==> config.mk <==
export PLATFORM = sky130hd
export DESIGN_NAME = multiword_add_ctrl
export DESIGN_NICKNAME = d
export VERILOG_FILES = /design/src/rtl/multiword_add_ctrl.sv
export SDC_FILE = /design/constraint.sdc
export NUM_CORES = 1
export LEC_CHECK = 0
export BUFFER_PORTS_ARGS = -buffer_cell sky130_fd_sc_hd__buf_2
export CORE_UTILIZATION = 43
export CTS_BUF_LIST = sky130_fd_sc_hd__clkbuf_8
export CTS_CLUSTER_DIAMETER = 60
export DETAILED_ROUTE_END_ITERATION = 6
export MAX_ROUTING_LAYER = met4
export PLACE_DENSITY = 0.63
export SKIP_CTS_REPAIR_TIMING = 1
export SLEW_MARGIN = 20
export SYNTH_ARGS = -nofsm -noshare
export SYNTH_HDL_FRONTEND = slang
export SYNTH_SLANG_ARGS = --single-unit
==> constraint.sdc <==
create_clock -name clock -period 4.2 [get_ports clock]
set_clock_uncertainty 0.2 [all_clocks]
set_input_delay 0.42 -clock clock [delete_from_list [all_inputs] [get_ports clock]]
set_output_delay 0.42 -clock clock [all_outputs]
set_load 0.005 [all_outputs]
==> src/rtl/multiword_add_ctrl.sv <==
// Nibble-serial adder/subtractor: one 4-bit ripple slice is reused over NIBBLES
// clocks, LSB nibble first. Go/Ack handshake via IDLE/RUN/DONE.
//
// state | meaning
// IDLE  | ready for a new operation, waiting for go
// RUN   | one nibble processed per clock, k = nibble index
// DONE  | result valid, held until ack
module multiword_add_ctrl #(
    parameter int NIBBLES = 4
) (
    input  logic                   clock,
    input  logic                   reset,
    input  logic                   go,
    input  logic                   sub,
    input  logic                   cin,
    input  logic [4*NIBBLES-1:0]   x,
    input  logic [4*NIBBLES-1:0]   y,
    input  logic                   ack,
    output logic                   ready,
    output logic                   busy,
    output logic                   done,
    output logic [4*NIBBLES-1:0]   s,
    output logic                   cout,
    output logic                   ovf
);

    typedef enum logic [1:0] {IDLE, RUN, DONE} state_t;

    localparam logic [2:0] KLAST = 3'(NIBBLES - 1);

    state_t               state, state_nxt;
    logic [4*NIBBLES-1:0] xr, yr;
    logic                 subr;
    logic                 carry;
    logic [2:0]           k;

    logic [3:0] nib_a, nib_b, nib_sum;
    logic [4:0] c;

    // Single shared 4-bit ripple slice; c[3] is kept for overflow detection
    always_comb begin
        nib_a = 4'(xr >> {k, 2'b00});
        nib_b = 4'(yr >> {k, 2'b00}) ^ {4{subr}};
        c     = '0;
        c[0]  = carry;
        nib_sum = '0;
        for (int i = 0; i < 4; i++) begin
            nib_sum[i] = nib_a[i] ^ nib_b[i] ^ c[i];
            c[i+1]     = (nib_a[i] & nib_b[i]) | (c[i] & (nib_a[i] ^ nib_b[i]));
        end
    end

    always_comb begin
        state_nxt = state;
        ready     = 1'b0;
        busy      = 1'b0;
        done      = 1'b0;
        case (state)
            IDLE: begin
                ready = 1'b1;
                if (go) state_nxt = RUN;
            end
            RUN: begin
                busy = 1'b1;
                if (k == KLAST) state_nxt = DONE;
            end
            DONE: begin
                done = 1'b1;
                if (ack) state_nxt = IDLE;
            end
            default: state_nxt = IDLE;
        endcase
    end

    always_ff @(posedge clock) begin
        if (reset) begin
            state <= IDLE;
            xr    <= '0;
            yr    <= '0;
            subr  <= 1'b0;
            carry <= 1'b0;
            k     <= '0;
            s     <= '0;
            cout  <= 1'b0;
            ovf   <= 1'b0;
        end else begin
            state <= state_nxt;
            case (state)
                IDLE: begin
                    if (go) begin
                        xr    <= x;
                        yr    <= y;
                        subr  <= sub;
                        carry <= sub ? 1'b1 : cin;
                        k     <= '0;
                    end
                end
                RUN: begin
                    s[{k, 2'b00} +: 4] <= nib_sum;
                    carry <= c[4];
                    if (k == KLAST) begin
                        k    <= '0;
                        cout <= c[4];
                        ovf  <= c[3] ^ c[4];
                    end else begin
                        k <= k + 3'd1;
                    end
                end
                default: ;
            endcase
        end
    end

endmodule

==> impl_metrics.yaml <==
outcome:
  status: "finished, final reports clean"
global_route:
  grtUsageMet1: 0.2418
  top_usage_layer: "met2"
  grt_max_degree: 61
  grt_pass1_wl_um: 9059
  antenna_found_initial: 0
  grt_util_met2: 0.2612
  grt_pass1_vias: 1842
  grtUsageMet3: 0.08333
  gr-total-overflow: 0
  gr-usage-all-layers: 0.1887
critical_path:
  worst_ep_required_time_ns: 4.22
  worst_setup_path_end_kind: "flop"
  worstPathArrival_ns: 3.46
  critPathMaxFanout: 5
  cp-start-kind: "flop"
  crit_type: "reg -> reg"
  rrSetupSlack_ns: 0.76
floorplan:
  die-area_mm2: 0.006719
  die_h_um: 81.97
  ios: 59
  fp.dieW_um: 81.97
  coreArea_mm2: 0.006061
  initial_core_util: 0.4538
  rows: 28
routing:
  drtIter0Drc: 101
  routedWlPerCell_um: 14.04
  vias_per_cell: 5.207
  wl_um: 5573
  drc: 0
  first_pass_iters: 4
  antenna_left: 0
  vias: 2067
logic_synthesis:
  synth-compound-area-share: 0.08644
  synth_xor_xnor_area_share: 0.01592
  syn-num-nets: 310
  synth_seq_area_share: 0.4149
  synth_cells: 265
  synth-seq-cells: 57
  async_reset_ff_frac: 0
  synth_cell_type_count: 40
  synth_area_mm2: 0.002750
  synth_simple_gate_area_frac: 0.1711
  synth_edf_count: 0
  syn_avg_cell_area_um2: 10.38
  ys_warn_count: 0
  synth_fa_ha_area_frac: 0.04277
  synthMuxAreaShare: 0.2056
  synth_top_family_by_area: "multiplexers"
  ys.flop_type: "dfxtp_1"
cts:
  clkTransAtPathRegs_ns: 0.06
  cts_sinks: 57
  cts_max_level: 3
  tritoncts: "built"
  cts_buffers: 9
  clk_latency_ns: 0.33
  cts.path.max_buffers: 2
  clockRootBuffer: "clkbuf_8"
finish:
  drive_above_1_share: 0.2733
  final_cell_area_mm2: 0.003211
  final_cell_mix: "buf_2, dfxtp_1, mux2i_1, nor2_1, a21oi_1"
  nNetsFinal: 363
  final_common_cell: "buf_2"
  area_delta_synth_final_pct: 16.74
  finalCoreUtilization: 0.5297
  diodes: 0
pwr:
  peakVddDrop_v: 0.0002276
  power.density_mw_per_mm2: 397.6
  leakagePower_nw: 1.406
placed_design:
  placed_area_mm2: 0.003015
  hpwlAfterDp_um: 3982
  place.port_buffers: 58
  gp_congestion: 0.7870
timing:
  finalSetupViolCount: 0
  max_slew_margin: 0.2960
  tightest_slew_ns: 1.056
  slew_viol_final: 0
  rsz0062_at_grt: "false"
  finalSetupTns_ns: 0
  period_minus_slack_ns: 3.443
  hold_viol_final: 0
  fin_hold_ws_ns: 0.1238
  clock.fmax_mhz: 290.5
  post-route-period-util: 0.8197
run:
  cap_violations: 0
hold_path:
  min_path_type: "in -> reg"
==> registers in the layout (all words and copies together), names as in the netlist <==
name and cells:
s 16, xr 16, yr 16, k 3, state 2, carry 1
cout 1, ovf 1, subr 1
==> cells by family (layout without fill, tap and decap cells) <==
| kind of cell | count (synthesis) | count (layout) |
|---|---|---|
| and+or+nand+nor | 81 | 81 |
| DFF | 57 | 57 |
| muxes | 51 | 51 |
| AOI/OAI and AO/OA | 38 | 38 |
| buffers and inverters | 26 | 83 |
| adders and majority gates | 7 | 7 |
| xor gates and xnor gates | 5 | 5 |
==> metrics by stage <==
step | total power [mW] | setup WS, ns | cells
6_report | 1.276 | 0.7574 | 397
5_1_grt | 1.346 | 0.5821 | 397
4_1_cts | 1.293 | 0.7505 | 397
3_5_place_dp | 0.7920 | 0.7596 | 382
3_3_place_gp | 0.7908 | 0.8366 | 382
2_1_floorplan | 0.7421 | 0.9194 | 265
==> layer usage <==
layer  part of all wire  vias to the layer above
met4              0.016                        0
met5                  0                        -
li1                   -                     1039
met1               0.48                      966
met3              0.059                        8
met2               0.44                       54
==> worst paths after layout <==
path,start,end,cells past startpoint
setup / recovery,k[0],carry,11
hold / removal,x[1],xr[1],3
setup reg to reg,k[0],carry,11
hold reg to reg,s[8],s[8],2
==> cells in the mapped netlist (all sizes together), types with 4 or more instances <==
master	n	area, um^2
nand3	7	35.03
o22ai	4	25.02
fa	4	80.08
buf	13	125.1
clkbuf	6	22.52
inv	7	26.28
a21oi	15	75.07
mux2i	46	460.4
nand2b	6	37.54
o21ai	11	55.05
nor2	41	153.9
nand2	5	18.77
dfxtp	57	1141
mux4	4	90.09
==> power breakdown <==
group	switching, mW	internal, mW	leakage [nW]
registers	0.0200	0.568	0.466
clock network	0.200	0.298	0.106
logic	0.0986	0.0920	0.834
==> worst max-delay path, cell delays in order (launching register included) <==
cell and delay [ns]:
dfxtp_1 0.48, mux4_2 0.53, and2_1 0.18, fa_1 0.40, fa_1 0.38, inv_1 0.08, fa_1 0.21, inv_1 0.06
fa_1 0.42, nand2_1 0.09, o21ai_0 0.09, a32o_1 0.22
==> layout make-up <==
type                    count  area, um^2
multi-input cells         182        1441
clock inverters             4       43.79
fillers                   573        2850
well taps                  75       93.84
repair buffers             61       312.8
flip-flops and latches     57        1141
inverters                   7       26.28
clock buffers              11       151.4
(Power assumes the default switching activity.)
